`src/rtl/regfile_write_arbiter.sv`:
```
// Two-requester write arbiter with in-order queue feeding the register bank write port.
// Optional: define REGFILE_XZR_DISCARD_EN to handshake but drop writes to register 31.
module regfile_write_arbiter #(
    parameter int DEPTH = 4,
    parameter int AW    = 5,
    parameter int DW    = 64
) (
    input  logic                     clk,
    input  logic                     rst_n,
    input  logic                     req0_valid,
    input  logic [AW-1:0]            req0_addr,
    input  logic [DW-1:0]            req0_data,
    output logic                     req0_ready,
    input  logic                     req1_valid,
    input  logic [AW-1:0]            req1_addr,
    input  logic [DW-1:0]            req1_data,
    output logic                     req1_ready,
    input  logic                     wr_hold,
    output logic                     wr_en,
    output logic [AW-1:0]            wr_addr,
    output logic [DW-1:0]            wr_data,
    output logic [31:0]              pending_mask,
    output logic [$clog2(DEPTH):0]   count
);

    localparam int PW = $clog2(DEPTH);
    localparam int CW = PW + 1;

    logic [AW-1:0]    mem_addr [DEPTH];
    logic [DW-1:0]    mem_data [DEPTH];
    logic [DEPTH-1:0] occ, occ_next;
    logic [PW-1:0]    rd_ptr, wr_ptr;
    logic             last_grant;
    logic             full, empty;
    logic             grant0, grant1, accept, push, pop;
    logic [AW-1:0]    push_addr;
    logic [DW-1:0]    push_data;
    logic [31:0]      mask_next;

    assign full  = (count == CW'(DEPTH));
    assign empty = (count == '0);

    assign grant0 = req0_valid & (~req1_valid | last_grant);
    assign grant1 = req1_valid & (~req0_valid | ~last_grant);

    assign req0_ready = grant0 & ~full & rst_n;
    assign req1_ready = grant1 & ~full & rst_n;

    assign accept    = req0_ready | req1_ready;
    assign push_addr = req1_ready ? req1_addr : req0_addr;
    assign push_data = req1_ready ? req1_data : req0_data;

`ifdef REGFILE_XZR_DISCARD_EN
    assign push = accept & (push_addr != AW'(31));
`else
    assign push = accept;
`endif

    assign wr_en   = ~empty & ~wr_hold;
    assign pop     = wr_en;
    assign wr_addr = empty ? '0 : mem_addr[rd_ptr];
    assign wr_data = empty ? '0 : mem_data[rd_ptr];

    // Mask is rebuilt from the post-edge occupancy, so a same-edge push/pop of one register needs no special case.
    always_comb begin
        occ_next = occ;
        if (pop)
            occ_next[rd_ptr] = 1'b0;
        if (push)
            occ_next[wr_ptr] = 1'b1;
        mask_next = '0;
        for (int unsigned i = 0; i < DEPTH; i++) begin
            if (occ_next[i]) begin
                if (push && (wr_ptr == PW'(i)))
                    mask_next = mask_next | (32'd1 << push_addr);
                else
                    mask_next = mask_next | (32'd1 << mem_addr[i]);
            end
        end
    end

    always_ff @(posedge clk or negedge rst_n) begin
        if (!rst_n) begin
            count        <= '0;
            rd_ptr       <= '0;
            wr_ptr       <= '0;
            occ          <= '0;
            last_grant   <= 1'b1;
            pending_mask <= '0;
        end else begin
            if (accept)
                last_grant <= req1_ready;
            if (push)
                wr_ptr <= wr_ptr + 1'b1;
            if (pop)
                rd_ptr <= rd_ptr + 1'b1;
            if (push && !pop)
                count <= count + 1'b1;
            else if (pop && !push)
                count <= count - 1'b1;
            occ          <= occ_next;
            pending_mask <= mask_next;
        end
    end

    always_ff @(posedge clk) begin
        if (push) begin
            mem_addr[wr_ptr] <= push_addr;
            mem_data[wr_ptr] <= push_data;
        end
    end

endmodule
```
`config.mk`:
```
export PLATFORM = sky130hd
export DESIGN_NAME = regfile_write_arbiter
export DESIGN_NICKNAME = d
export VERILOG_FILES = /design/src/rtl/regfile_write_arbiter.sv
export SDC_FILE = /design/constraint.sdc
export NUM_CORES = 1
export LEC_CHECK = 0
export ABC_AREA = 1
export CAP_MARGIN = 20
export CORE_ASPECT_RATIO = 0.75
export CORE_MARGIN = 8
export CORE_UTILIZATION = 47
export CTS_CLUSTER_DIAMETER = 50
export DETAILED_ROUTE_END_ITERATION = 6
export GPL_ROUTABILITY_DRIVEN = 1
export PLACE_DENSITY = 0.72
export SLEW_MARGIN = 10
export SYNTH_ARGS = -nofsm -noshare
export SYNTH_HDL_FRONTEND = slang
export SYNTH_SLANG_ARGS = --single-unit
```
`constraint.sdc`:
```
create_clock -name clk -period 8.35 [get_ports clk]
set_clock_uncertainty 0.15 [all_clocks]
set_input_delay 1.67 -clock clk [delete_from_list [all_inputs] [get_ports clk]]
set_output_delay 1.67 -clock clk [all_outputs]
set_load 0.01 [all_outputs]
```
==> impl_metrics.env <==
export IMPL_final_period_utilization=0.7333
export IMPL_p_switching_mw=2.377
export IMPL_cpPeakStageDelay_ns=0.67
export IMPL_cts_root_buffer="clkbuf_16"
export IMPL_die_x_um=223.3
export IMPL_finish_utilization=0.5934
export IMPL_fin_ws_ns=2.227
export IMPL_syn2layout_area_growth_pct=25.67
export IMPL_crit_required_ns=6.53
export IMPL_antenna_found_initial=0
export IMPL_portBuffers=249
export IMPL_reg2reg_from="rd_ptr[0]$_DFFE_PN0N_"
export IMPL_rows=57
export IMPL_nets=1985
export IMPL_rsz0062_at_grt="false"
export IMPL_overflow=0
export IMPL_synth_area_mm2=0.01515
export IMPL_grt_max_degree=75
export IMPL_yosysWarnings=0
export IMPL_p_per_area_mw_per_mm2=335.2
export IMPL_holdPathEnd="last_grant$_DFFE_PN1N_"
export IMPL_die_h_um=171.5
export IMPL_slew_headroom=0.3641
export IMPL_p_int_mw=4.007
export IMPL_clockBufferDepth=3
export IMPL_p_clk_frac=0.243
export IMPL_criticalPathCategory="in2out"
export IMPL_regToRegSetupSlack_ns=4.24
export IMPL_p_comb_frac=0.410
export IMPL_syn_inst=1627
export IMPL_dieArea_mm2=0.03831
export IMPL_path_common_cell="buf_4"
export IMPL_grt_pass1_wl_um=63940
export IMPL_routedWlPerCell_um=18.23
export IMPL_ir_drop_v=0.0001820
export IMPL_startpoint_type="input pin"
export IMPL_min_from="last_grant$_DFFE_PN1N_"
export IMPL_vias_per_cell=5.318
export IMPL_r2r_end="pending_mask[14]$_DFF_PN0_"
export IMPL_syn_num_nets=1780
export IMPL_cp_end_kind="output port"
export IMPL_gp_congestion=0.9348
export IMPL_drv_slew=0
export IMPL_totalWireLength_um=41420
export IMPL_clk_latency_ns=0.53
export IMPL_drc=0
export IMPL_clock_sinks=320
export IMPL_cts_hold_buffers=0
export IMPL_clk_pin_slew_worst_paths_ns=0.06
export IMPL_cts_made_buffers=35
export IMPL_diodes=0
export IMPL_hold_path_cell_count=2
export IMPL_status="finished, final reports clean"
export IMPL_cap_violations=0
export IMPL_yosysUniqueCellTypes=34
export IMPL_p_sw_frac=0.3724
export IMPL_worstPathCellList="buf_2 -> buf_4 -> nand2_2 -> nor2_8 -> nand2_4 -> buf_4 -> inv_2 -> buf_4 -> clkdlybuf4s50_1"
export IMPL_drt_iter0_drc=957
export IMPL_post_place_ws_ns=2.172
export IMPL_hold_viol=0
export IMPL_fmax_mhz=163.3
export IMPL_hpwl_um=27010
export IMPL_p_leak_nw=7.477
export IMPL_grt_most_used_layer="met2"
export IMPL_seqPwrFrac=0.347
export IMPL_finalCriticalPeriod_ns=6.123
export IMPL_grt_pass1_vias=11571
export IMPL_worstPathArrival_ns=4.30
export IMPL_initial_utilization=0.4722
export IMPL_cp_slowest_cell="clkdlybuf4s50_1"
export IMPL_grt_use_total=0.2121
export IMPL_reg2reg_depth=10
export IMPL_avgSynthCellArea_um2=9.314
export IMPL_cts_repair_resized=0
export IMPL_cp_max_fo=65
export IMPL_hold_path_class="reg2reg"
export IMPL_ant_nets=0
export IMPL_drive_gt1_frac=0.05702
export IMPL_synth_seq_area_share=0.6196
export IMPL_finalSetupTns_ns=0
export IMPL_worstMarginPinSlew_ns=0.9515
export IMPL_num_io_pins=250
export IMPL_cts_max_level=2
export IMPL_met3_usage=0.05861
export IMPL_postCtsSetupBuffers=0
export IMPL_setup_violations_final=0
export IMPL_drtPass1Iterations=5
export IMPL_met1_usage=0.2879
export IMPL_cts_tree="yes"
export IMPL_ys_ff_latch=320
export IMPL_grt_use_met2=0.3352
export IMPL_core_area_mm2=0.03209
export IMPL_via_count=12082
==> kinds of logic after synthesis <==
kind of cell | after synthesis | share of synthesized area
muxes | 1 | 0.0007430
and+or+nand+nor | 918 | 0.2467
AOI/OAI and AO/OA | 229 | 0.08075
buffers and inverters | 145 | 0.04112
adders and majority gates | 10 | 0.008752
xor gates and xnor gates | 4 | 0.002312
DFF | 320 | 0.6196
==> stage by stage <==
stage	hold slack [ns]	cell area [µm²]	cells	total power, mW
after floorplan	0.3312	15150	1627	3.664
after global placement	0.3493	17830	2207	4.819
after detailed placement	0.3493	17860	2208	4.871
after CTS	0.3625	19040	2272	6.442
after global routing	0.3766	19040	2272	6.756
final	0.3603	19040	2272	6.384
==> flip-flops by register name, indices dropped and copies added (netlist names) <==
signal and flops:
count 3, last_grant 1, mem_addr 20, mem_data 256, occ 4, pending_mask 32
rd_ptr 2, wr_ptr 2
==> synthesized netlist by cell type <==
library cell	instances	share of area
dfrtp_1	43	0.071
xnor2_1	1	0.00058
nor2_1	385	0.095
buf_4	3	0.0015
buf_1	8	0.0020
nand2_2	5	0.0021
fa_1	1	0.0013
o21ai_1	2	0.00066
clkinv_1	1	0.00025
inv_2	5	0.0012
o211ai_1	1	0.00050
nand4_1	60	0.025
nand3b_1	6	0.0030
o21ai_4	2	0.0021
xor2_1	3	0.0017
inv_1	44	0.011
o21ai_0	140	0.046
ha_1	9	0.0074
nand3_1	51	0.017
buf_2	36	0.012
mux2_2	1	0.00074
nor3_1	3	0.00099
dfstp_2	1	0.0017
edfxtp_1	276	0.55
clkbuf_1	45	0.011
nand3_2	1	0.00066
nor2_2	1	0.00041
nor2_8	1	0.0013
a21oi_1	78	0.026
a21oi_4	4	0.0043
a21oi_2	2	0.0012
nand2_1	403	0.10
buf_6	3	0.0022
nand2_4	2	0.0015
==> area by class of cell <==
type	instances	area [µm²]
fillers	2667	13050
repair buffers	263	2613
flip-flops and latches	320	9395
clock buffers	41	918.4
inverters	50	193.9
well taps	413	516.7
multi-input cells	1162	5141
clock inverters	23	266.5
==> routing by layer <==
metal | routed length, µm | share of wire
met1 | 18120 | 0.44
met2 | 18640 | 0.45
met3 | 3857 | 0.093
met4 | 792 | 0.019
met5 | 0 | 0
==> cells in the final DEF, fill, tap and decap left out, drive strengths merged, types with 4 or more instances in the layout <==
master / count
clkinvlp: 4
nor2: 387
clkdlybuf4s50: 248
edfxtp: 276
ha: 9
nand3: 52
nand2: 410
dfrtp: 43
clkbuf: 41
nand3b: 6
buf: 15
clkinv: 18
nand4: 60
o21ai: 144
a21oi: 84
inv: 48
==> worst max-delay path by stage <==
stage / depth (start not counted) / to / slack (ns) / from
floorplan: 9 / mem_addr[0][0]$_DFFE_PN_ / 3.98 / req0_valid
global placement: 9 / req1_ready / 2.25 / rst_n
detailed placement: 9 / req1_ready / 2.17 / rst_n
CTS: 9 / req1_ready / 2.16 / rst_n
global route: 9 / req1_ready / 1.95 / rst_n
finish: 9 / req1_ready / 2.23 / rst_n
==> worst max-delay path: cells and delay by family <==
kind	cells	cell delay, ns
buffers and inverters	6	2.03
AND/OR/NAND/NOR	3	0.52
==> power by group through the flow <==
| stage | sequential [mW] | combinational [mW] | clock (mW) |
|---|---|---|---|
| 3_5_place_dp | 2.25 | 2.62 | 0 |
| 3_3_place_gp | 2.24 | 2.58 | 0 |
| 6_report | 2.22 | 2.62 | 1.55 |
| 5_1_grt | 2.24 | 2.87 | 1.65 |
| 4_1_cts | 2.22 | 2.64 | 1.58 |
| 2_1_floorplan | 2.21 | 1.45 | 0 |
Note: power is estimated with default switching activity, not from simulation.
